--- config.mk ---
export PLATFORM = sky130hd
export DESIGN_NAME = demux4_dispatch
export DESIGN_NICKNAME = d
export VERILOG_FILES = /design/src/rtl/demux4_dispatch_pkg.sv /design/src/rtl/demux4_dispatch_chan_fifo.sv /design/src/rtl/demux4_dispatch.sv
export SDC_FILE = /design/constraint.sdc
export NUM_CORES = 1
export LEC_CHECK = 0
export CAP_MARGIN = 30
export CORE_UTILIZATION = 30
export DETAILED_ROUTE_END_ITERATION = 8
export GPL_ROUTABILITY_DRIVEN = 0
export PLACE_DENSITY = 0.48
export SETUP_SLACK_MARGIN = 0.5
export SLEW_MARGIN = 10
export SYNTH_ARGS = -nofsm -noshare
export SYNTH_HDL_FRONTEND = slang
export SYNTH_SLANG_ARGS = --single-unit
--- constraint.sdc ---
create_clock -name clk -period 3.3 [get_ports clk]
set_input_delay 0.825 -clock clk [delete_from_list [all_inputs] [get_ports clk]]
set_output_delay 0.825 -clock clk [all_outputs]
set_load 0.02 [all_outputs]
--- src/rtl/demux4_dispatch_pkg.sv ---
// Shared definitions for the four-channel dispatcher: channel count, select
// width, the channel index type and the width of the optional statistics
// counters (enabled with DEMUX4_DISPATCH_CNT_EN).
package demux4_dispatch_pkg;

  localparam int CH_N  = 4;
  localparam int SEL_W = 2;
  localparam int CNT_W = 16;

  typedef logic [SEL_W-1:0] chan_idx_t;

  // Saturating increment: sticks at all-ones instead of wrapping to zero.
  function automatic logic [CNT_W-1:0] sat_inc(input logic [CNT_W-1:0] v);
    return (v == {CNT_W{1'b1}}) ? v : v + CNT_W'(1);
  endfunction

endpackage

--- src/rtl/demux4_dispatch_chan_fifo.sv ---
// One dispatcher channel: a small FIFO with registered storage.
// The head word is read combinationally and forced to zero when empty.
// Pops on an empty FIFO are ignored.
// A push into a full FIFO is taken only when a pop happens in the same cycle.
module demux_chan_fifo #(
  parameter  int W     = 8,
  parameter  int DEPTH = 2,
  localparam int PW    = $clog2(DEPTH),
  localparam int CW    = PW + 1
) (
  input  logic          clk,
  input  logic          rst,
  input  logic          push,
  input  logic          pop,
  input  logic [W-1:0]  push_data,
  output logic [W-1:0]  head_data,
  output logic [CW-1:0] count,
  output logic          valid
);

  logic [W-1:0]  mem [DEPTH];
  logic [PW-1:0] wr_ptr;
  logic [PW-1:0] rd_ptr;
  logic [CW-1:0] cnt_q;
  logic          is_full;
  logic          pop_en;
  logic          push_en;

  assign valid   = (cnt_q != '0);
  assign is_full = (cnt_q == CW'(DEPTH));
  assign pop_en  = pop && valid;
  assign push_en = push && (!is_full || pop_en);
  assign count   = cnt_q;

  // Pointers and occupancy. DEPTH is a power of two, so pointers wrap naturally.
  always_ff @(posedge clk or posedge rst) begin
    if (rst) begin
      wr_ptr <= '0;
      rd_ptr <= '0;
      cnt_q  <= '0;
    end else begin
      if (push_en) wr_ptr <= wr_ptr + PW'(1);
      if (pop_en)  rd_ptr <= rd_ptr + PW'(1);
      case ({push_en, pop_en})
        2'b10:   cnt_q <= cnt_q + CW'(1);
        2'b01:   cnt_q <= cnt_q - CW'(1);
        default: cnt_q <= cnt_q;
      endcase
    end
  end

  // Storage array. It has no reset because the occupancy count already hides stale entries.
  always_ff @(posedge clk) begin
    if (push_en) mem[wr_ptr] <= push_data;
  end

  assign head_data = valid ? mem[rd_ptr] : '0;

endmodule

--- src/rtl/demux4_dispatch.sv ---
// Registered 1-to-4 dispatcher. Each input word is routed by in_sel into one
// of four per-channel FIFOs, so a stalled consumer only blocks its own channel.
// Optional feature macro: DEMUX4_DISPATCH_CNT_EN adds per-channel delivery
// counters (cnt_0..cnt_3) and a stall counter (drop_cnt).
module demux4_dispatch
  import demux4_dispatch_pkg::*;
#(
  parameter  int W     = 8,
  parameter  int DEPTH = 2,
  localparam int CW    = $clog2(DEPTH) + 1
) (
  input  logic             clk,
  input  logic             rst,
  input  logic             in_valid,
  input  logic [W-1:0]     in_data,
  input  logic [SEL_W-1:0] in_sel,
  output logic             in_ready,
  output logic [CH_N-1:0]  out_valid,
  output logic [W-1:0]     out_data0,
  output logic [W-1:0]     out_data1,
  output logic [W-1:0]     out_data2,
  output logic [W-1:0]     out_data3,
  input  logic [CH_N-1:0]  out_ready,
  output logic [CH_N-1:0]  full
`ifdef DEMUX4_DISPATCH_CNT_EN
  ,
  output logic [CNT_W-1:0] drop_cnt,
  output logic [CNT_W-1:0] cnt_0,
  output logic [CNT_W-1:0] cnt_1,
  output logic [CNT_W-1:0] cnt_2,
  output logic [CNT_W-1:0] cnt_3
`endif
);

  logic [CH_N-1:0] push;
  logic [W-1:0]    head  [CH_N];
  logic [CW-1:0]   count [CH_N];

  // A full channel can still take a word when its consumer pops in the same cycle.
  assign in_ready = !full[in_sel] || out_ready[in_sel];

  for (genvar k = 0; k < CH_N; k++) begin : g_chan
    assign push[k] = in_valid && in_ready && (in_sel == chan_idx_t'(k));
    assign full[k] = (count[k] == CW'(DEPTH));

    demux_chan_fifo #(
      .W     (W),
      .DEPTH (DEPTH)
    ) u_fifo (
      .clk       (clk),
      .rst       (rst),
      .push      (push[k]),
      .pop       (out_ready[k]),
      .push_data (in_data),
      .head_data (head[k]),
      .count     (count[k]),
      .valid     (out_valid[k])
    );
  end

  assign out_data0 = head[0];
  assign out_data1 = head[1];
  assign out_data2 = head[2];
  assign out_data3 = head[3];

`ifdef DEMUX4_DISPATCH_CNT_EN
  logic [CNT_W-1:0] dlv [CH_N];

  // Saturating delivery counters per channel, plus a counter of cycles where a word was offered but not taken.
  always_ff @(posedge clk or posedge rst) begin
    if (rst) begin
      drop_cnt <= '0;
      for (int k = 0; k < CH_N; k++) dlv[k] <= '0;
    end else begin
      if (in_valid && !in_ready) drop_cnt <= sat_inc(drop_cnt);
      for (int k = 0; k < CH_N; k++) begin
        if (out_valid[k] && out_ready[k]) dlv[k] <= sat_inc(dlv[k]);
      end
    end
  end

  assign cnt_0 = dlv[0];
  assign cnt_1 = dlv[1];
  assign cnt_2 = dlv[2];
  assign cnt_3 = dlv[3];
`endif

endmodule

---- Yosys cells after proc, flatten, opt, wreduce, memory -nomap -nowiden ----
Memory sizes are Yosys's and may differ from the RTL's.
Cells that the tools add are included.
word-level totals
  memories kept ........................... 4
  register bits ........................... 16
  output and inout port bits .............. 41
  input port bits ......................... 17
  memory bits (writable) .................. 64
cells by class
  muxes and demuxes ....................... 20
  order comparisons ....................... 1
  $add $sub $neg .......................... 16
  equal/unequal tests ..................... 15
  reductions and logical operators ........ 32
memory list
  name                  depth  bits a word  read ports  clocked after Yosys merged registers in  wr ports  line                             text
  g_chan[0].u_fifo.mem  2      8            1           0                                        1         demux4_dispatch_chan_fifo.sv:21  logic [W-1:0] mem [DEPTH];
  g_chan[1].u_fifo.mem  2      8            1           0                                        1         demux4_dispatch_chan_fifo.sv:21
  g_chan[2].u_fifo.mem  2      8            1           0                                        1         demux4_dispatch_chan_fifo.sv:21
  g_chan[3].u_fifo.mem  2      8            1           0                                        1         demux4_dispatch_chan_fifo.sv:21
operators with widths
  cell                                                                   count
  8-bit 2-to-1 mux                                                       4
  2-bit equality test, second input constant                             10
  2-bit case mux with 2 select lines                                     4
  2-bit nonzero test                                                     8
  1-bit logical AND                                                      13
  2-bit by 1-bit equality test with 1-bit output, second input constant  5
  1-bit 2-to-1 mux                                                       10
  1-bit adder, second input constant                                     8
  2-bit by 1-bit adder with 2-bit output, second input constant          4
  2-bit by 1-bit subtractor with 2-bit output, second input constant     4
  1-bit zero test                                                        5
  1-bit logical OR                                                       5
  1-bit binary-select mux with 2-bit select                              2
  2-bit by 3-bit < comparator with 1-bit output, second input constant   1
  2-bit zero test                                                        1

---- Logic depth before layout (Yosys ltp) ----
Gate-level depths: netlist of the first run.
  depth after elaboration ................. 10
  mapped depth ............................ 7

---- By module ----
A second synthesis of the first run with hierarchy kept.
unflattened totals
  cell total of the unflattened synthesis .. 229
  area total of the unflattened synthesis .. 3427.0 um^2
modules (own cells, without submodules)
  module           area an instance (um^2)  cells each  sequential area each (um^2)  times used
  demux_chan_fifo  819.5                    53          580.6                        4
  demux4_dispatch  148.9                    17          0.0                          1

---- Worst setup path before layout of the first run ----
Ideal clock, no wire load.
  path type ............................... input to output
  start point ............................. input out_ready[1]
  end point ............................... output in_ready
  cell stages on the path ................. 3
  arrival ................................. 1589 ps
  path slack .............................. 886 ps
  data required time ...................... 2475 ps
  buffers on the path ..................... 0
  cell sequence ........................... or3b_2 -> mux2i_1 -> mux2i_1
on the way
  word-level cells in the longest chain between the ends .. 3
ends and longest elaborated chain
  what                                       line                   text
  start: declaration                         demux4_dispatch.sv:23  input logic [CH_N-1:0] out_ready,
  1-bit binary-select mux with 2-bit select  demux4_dispatch.sv:40  assign in_ready = !full[in_sel] || out_ready[in_sel];
  1-bit 2-to-1 mux (implied by the code)     demux4_dispatch.sv:40
  1-bit logical OR                           demux4_dispatch.sv:40
  end: declaration                           demux4_dispatch.sv:17  output logic in_ready,
No other way between the ends. The select of a mux whose other input is x is not followed.

---- Worst setup path in the final report of the first run ----
  start point ............................. input in_sel[1]
  end point ............................... output in_ready
on the way
  word-level cells in the longest chain between the ends .. 4
  elaborated cells between the ends (all ways) .. 6
  classes of those cells .................. mux (4); reduce/logical (2)
ends and longest elaborated chain
  what                                       line                   text
  start: declaration                         demux4_dispatch.sv:16  input logic [SEL_W-1:0] in_sel,
  1-bit binary-select mux with 2-bit select  demux4_dispatch.sv:40
  1-bit 2-to-1 mux (implied by the code)     demux4_dispatch.sv:40
  1-bit zero test                            demux4_dispatch.sv:40
  1-bit logical OR (*)                       demux4_dispatch.sv:40
Every way passes the cells marked *; elsewhere a longest branch is shown, timed or not. The select of a mux whose other input is x is not followed.

==> impl_results.md, run 1 <==
* Outcome: complete, no violations
* #FFs+latches synth at 80
* Vias at 1854
* Final WL at 6640 um
* Worst-Margin Slew at 0.673 ns
* Crit path DAT at 1.99 ns
* Min-Delay Path Class: reg -> reg
* DPL Wire Length at 4550 um
* Most frequent cells in the layout: edfxtp_1 (64), clkdlybuf4s50_1 (52), nor2_1 (46)
* Num CTS Buffers at 9
* Largest net degree at the start of global routing at 17
* DRT iter0 DRCs at 38
* Max_cap viols at 0
* Diodes inserted at 0
* Clk sinks at 80
* Leakage power total at 1.68 nW
* Core Util, Final at 0.400
* R2R setup slack at 1.39 ns
* TritonCTS clock tree: done
* Max Fclk at 0.355 GHz
* Largest delay share family, worst path: buffers and inverters
* Distinct cells, synth at 21
* Max-slew violations at 0
* Unrepaired setup endpoints after global routing: true
* Vias in the first global route at 1956
* Row count at 38
* Nets at 317
* Final setup violation count at 0
* Final hold vios at 0
* Post-Syn Area at 3330 um2
* Antenna Nets Post-Route at 0
* Crit path max fanout at 2
* Reg2reg start: g_chan[0].u_fifo.count[1]
* CTS max path bufs at 2
* Total power at 3.79 mW
* Worst Setup End Kind: output pin
* WL/cell at 15.0 um
* Critical Path End: in_ready
* Final cycle utilization of the critical path at 0.853
* Sum Neg Setup Slack at 0 ns
* RR Endpoint: g_chan[0].u_fifo.count[1]
* Worst R2R Path Depth at 5
* Tmin final at 2.81 ns
* Layout area overhead at 30.5%
* DRT Pass-1 Iters at 4
* Stages on worst setup path at 4
* Most common cell after layout, fill and taps aside: edfxtp_1
* Initial antenna violation count at 0
* Critical Path Start Type: input pin
* PwrDens at 874 nW/um2
* Relative slew slack at 0.551
* Crit path from: in_sel[1]
* Core Footprint at 10800 um2
* DRC Markers at 0
* Crit path cell chain: clkdlybuf4s50_1 -> mux2_2 -> mux2i_1 -> buf_4
* Fillers at 1059
* Critical setup path kind: in -> out
* Net count after synthesis at 248
* Die area at 11500 um2
* CP Data Required Time at 2.47 ns
* Post-synth EDFFs at 64
* Async SR Flop Fraction at 0.200
* Register area share after synthesis at 0.698
* IO Count at 58
* Clk root buf: clkbuf_8
* Clock latency on the worst-skew pair at 0.35 ns
* Die W at 107 um
* DR vias/cell at 4.20
* Die Ht at 107 um
* Worst path slowest cell: clkdlybuf4s50_1
* Port Buffers at 57
* Peak supply drop at 0.330 mV
* Worst clock skew at 0.00705 ns
* Primary FF master, synth: edfxtp_1
* Layout cells sized above 1 at 0.140
* Syn Area/Cell at 14.7 um2
* Reg clk slew, reported paths at 0.08 ns
* Syn. warnings at 0
* Crit path largest cell delay at 0.50 ns
* All-Layer GR Usage at 0.127
* Bufs and invs on worst path at 2
* Synth Instances at 227
* Htree depth at 3
* Initial Util at 0.307
* First-pass GRT wire length at 10400 um
* Total gr overflow at 0
* Post-CTS Hold Fix Bufs at 0
-- synthesized netlist by cell type (all sizes together) (2+ instances only) --
library cell | instances | area share
ha | 4 | 0.015
nor2 | 48 | 0.054
mux2i | 34 | 0.10
or3b | 2 | 0.0053
xnor2 | 12 | 0.034
dfrtp | 16 | 0.12
xor2 | 8 | 0.021
buf | 13 | 0.026
edfxtp | 64 | 0.58
nor3b | 2 | 0.0045
nor2b | 8 | 0.015
inv | 9 | 0.010
-- logic make-up after synthesis --
family,after synthesis,synth area share
flops,80,0.698
xor+xnor,20,0.0549
simple gates,65,0.0895
mux,35,0.106
fa+ha+maj,4,0.0150
buf+inv,23,0.0369
-- report_power, final --
part	internal, mW	total, mW	switching, mW
sequential	1.26	1.48	0.221
combinational	0.788	1.53	0.741
clock	0.426	0.786	0.361
-- registers in the layout (all words and copies together) (netlist names) --
name / count
g_chan.u_fifo.mem: 64
g_chan.u_fifo.count: 8
g_chan.u_fifo.rd_ptr: 4
g_chan.u_fifo.wr_ptr: 4
-- area by class of cell --
type	count	area [um2]	share of cell area
flip-flops and latches	80	2330	0.536
multi-input cells	124	897	0.207
repair buffers	72	687	0.158
well taps	140	175	0.0404
clock buffers	9	124	0.0285
clock inverters	7	96.3	0.0222
inverters	9	33.8	0.00778
-- metrics by stage --
step	setup slack [ns]	instances	instance area, um2	hold slack, ns
6_report	0.486	441	4340	0.506
5_1_grt	0.443	441	4340	0.529
4_1_cts	0.420	441	4330	0.503
3_5_place_dp	-0.0785	425	4100	0.490
3_3_place_gp	-0.107	425	4100	0.482
2_1_floorplan	0.886	227	3330	0.468
-- metal layers --
metal / part of all wire / global-route usage / vias to the layer above
met2: 0.47 / 0.202 / 46
li1: - / - / 921
met3: 0.043 / 0.0260 / 8
met5: 0 / 0 / -
met1: 0.47 / 0.165 / 879
met4: 0.017 / 0.0587 / 0
-- worst min path at each step --
stage | endpoint | depth (start not counted) | start
after CTS | g_chan[2].u_fifo.wr_ptr | 1 | g_chan[2].u_fifo.wr_ptr
after detailed placement | g_chan[1].u_fifo.wr_ptr | 1 | g_chan[1].u_fifo.wr_ptr
final | g_chan[0].u_fifo.count[1] | 1 | g_chan[0].u_fifo.count[1]
after global placement | g_chan[1].u_fifo.wr_ptr | 1 | g_chan[1].u_fifo.wr_ptr
after global routing | g_chan[3].u_fifo.wr_ptr | 1 | g_chan[3].u_fifo.wr_ptr
after floorplan | g_chan[1].u_fifo.wr_ptr | 1 | g_chan[1].u_fifo.wr_ptr
-- what timing repair did --
| action | in CTS | in global routing |
|---|---|---|
| setup buffers | 0 | 0 |
| endpoints found under the setup margin | 11 | 21 |
| resized for setup | 10 | 8 |
| pin swaps | 1 | 2 |
| cloned | 0 | 0 |
No activity file was read; power rests on OpenSTA's default activity.
==> run 2, diff against run 1 <==
--- a/config.mk
+++ b/config.mk
@@ -9,6 +9,7 @@
 export CORE_UTILIZATION = 30
 export DETAILED_ROUTE_END_ITERATION = 8
 export GPL_ROUTABILITY_DRIVEN = 0
+export MAX_ROUTING_LAYER = met4
 export PLACE_DENSITY = 0.48
 export SETUP_SLACK_MARGIN = 0.5
 export SLEW_MARGIN = 10
==> impl_results.md, run 2 (synthesized netlist as in run 1, its figures left out) <==
* Outcome: complete, no violations
* Die Ht at 107 um
* Core Footprint at 10800 um2
* Max reg flops at 64
* All-Layer GR Usage at 0.130
* Stages on worst setup path at 4
* Final setup violation count at 0
* Min-Delay Path Class: reg -> reg
* Final hold vios at 0
* Peak supply drop at 0.331 mV
* Total power at 3.79 mW
* Final hold slack at 0.505 ns
* Worst R2R Path Depth at 5
* Port Buffers at 57
* DPL Wire Length at 4550 um
* Layout cells sized above 1 at 0.140
* Clk sinks at 80
* WHS Path Cells at 1
* Vias at 1861
* Max Fclk at 0.356 GHz
* Antenna Nets Post-Route at 0
* Crit path max fanout at 2
* Htree depth at 3
* Largest net degree at the start of global routing at 17
* Unrepaired setup endpoints after global routing: true
* Reg clk slew, reported paths at 0.08 ns
* Worst-Margin Slew at 0.673 ns
* Largest delay share family, worst path: buffers and inverters
* Crit path DAT at 1.99 ns
* CP Data Required Time at 2.47 ns
* Internal power at 2.47 mW
* DR vias/cell at 4.22
* Worst clock skew at 0.00687 ns
* Max-slew violations at 0
* Worst Setup End Kind: output pin
* Clock latency on the worst-skew pair at 0.35 ns
* Psw at 1.32 mW
* IO Count at 58
* DRT iter0 DRCs at 36
* Die area at 11500 um2
* Row count at 38
* Nets at 317
* Crit path cell chain: clkdlybuf4s50_1 -> mux2_2 -> mux2i_1 -> buf_4
* Leakage power total at 1.68 nW
* DRT Pass-1 Iters at 4
* Critical Path Start Type: input pin
* Initial antenna violation count at 0
* PwrDens at 874 nW/um2
* Die W at 107 um
* Biggest register: g_chan.u_fifo.mem
* Layout area overhead at 30.5%
* Critical setup path kind: in -> out
* Comb power frac at 0.404
* TritonCTS clock tree: done
* Sum Neg Setup Slack at 0 ns
* Relative slew slack at 0.551
* Worst path slowest cell: clkdlybuf4s50_1
* First-pass GRT wire length at 10400 um
* Num CTS Buffers at 9
* Flop pwr share at 0.389
* Tmin final at 2.81 ns
* Initial Util at 0.307
* Final cycle utilization of the critical path at 0.852
* Crit path largest cell delay at 0.50 ns
* Final WL at 6630 um
* Sw Ratio at 0.349
* Setup bufs post-CTS at 0
* Bufs and invs on worst path at 2
* Clk root buf: clkbuf_8
* CTS max path bufs at 2
* Vias in the first global route at 1956
* Most common cell after layout, fill and taps aside: edfxtp_1
* Most frequent cells in the layout: edfxtp_1 (64), clkdlybuf4s50_1 (52), nor2_1 (46)
* WL/cell at 15.0 um
* DRC Markers at 0
* Max_cap viols at 0
* Total gr overflow at 0
* Clock power share at 0.207
* Diodes inserted at 0
run 2: through the flow:
step           worst slack (ns)  instances   util  cell area, um2
6_report                  0.488        441  0.400            4340
5_1_grt                   0.443        441  0.400            4340
4_1_cts                   0.420        441  0.399            4330
3_5_place_dp            -0.0785        425  0.378            4100
3_3_place_gp             -0.107        425  0.378            4100
2_1_floorplan             0.886        227      -            3330
run 2: path summary, 6_finish.rpt:
kind	slack (ns)	start	endpoint
min in group asynchronous	0.87	rst	g_chan[3].u_fifo.count[0]
min	0.50	g_chan[0].u_fifo.count[1]	g_chan[0].u_fifo.count[1]
max reg2reg	1.39	g_chan[0].u_fifo.count[1]	g_chan[0].u_fifo.count[1]
max	0.49	in_sel[1]	in_ready
min reg2reg	0.50	g_chan[0].u_fifo.count[1]	g_chan[0].u_fifo.count[1]
max in group asynchronous	1.96	rst	g_chan[1].u_fifo.rd_ptr
run 2: power groups by stage:
stage	Sequential [mW]	Clock (mW)	Combinational (mW)
final	1.48	0.785	1.53
after global routing	1.51	0.840	1.66
after CTS	1.48	0.809	1.56
after detailed placement	1.49	0	1.55
after global placement	1.49	0	1.54
after floorplan	1.36	0	1.06
run 2: final cells by class:
class                           instances  area, um2
Tap cell                              140        175
Fill cell                            1059       6500
Inverter                                9       33.8
Sequential cell                        80       2330
Clock buffer                            9        124
Multi-Input combinational cell        124        897
Clock inverter                          7       96.3
Timing Repair Buffer                   72        687
run 2: timing repair:
item / CTS / global route
pin swaps: 1 / 2
endpoints found under the setup margin: 11 / 21
resized for setup: 10 / 8
cloned: 0 / 0
endpoints found under the hold margin: 0 / 0
hold buffers: 0 / 0
run 2: routing by layer:
metal  up-vias  global-route usage  part of all wire
li1        921                   -                 -
met1       880               0.168              0.48
met2        51               0.202              0.47
met3         9              0.0218             0.035
met4         0              0.0587             0.016
met5         -                   -                 0
==> run 3, diff against run 2 <==
--- a/config.mk
+++ b/config.mk
@@ -7,6 +7,7 @@
 export LEC_CHECK = 0
 export CAP_MARGIN = 30
 export CORE_UTILIZATION = 30
+export CTS_CLUSTER_SIZE = 40
 export DETAILED_ROUTE_END_ITERATION = 8
 export GPL_ROUTABILITY_DRIVEN = 0
 export MAX_ROUTING_LAYER = met4
==> results of run 3 <==
Same layout as run 2: the final DEF is identical, and so are final timing and power.
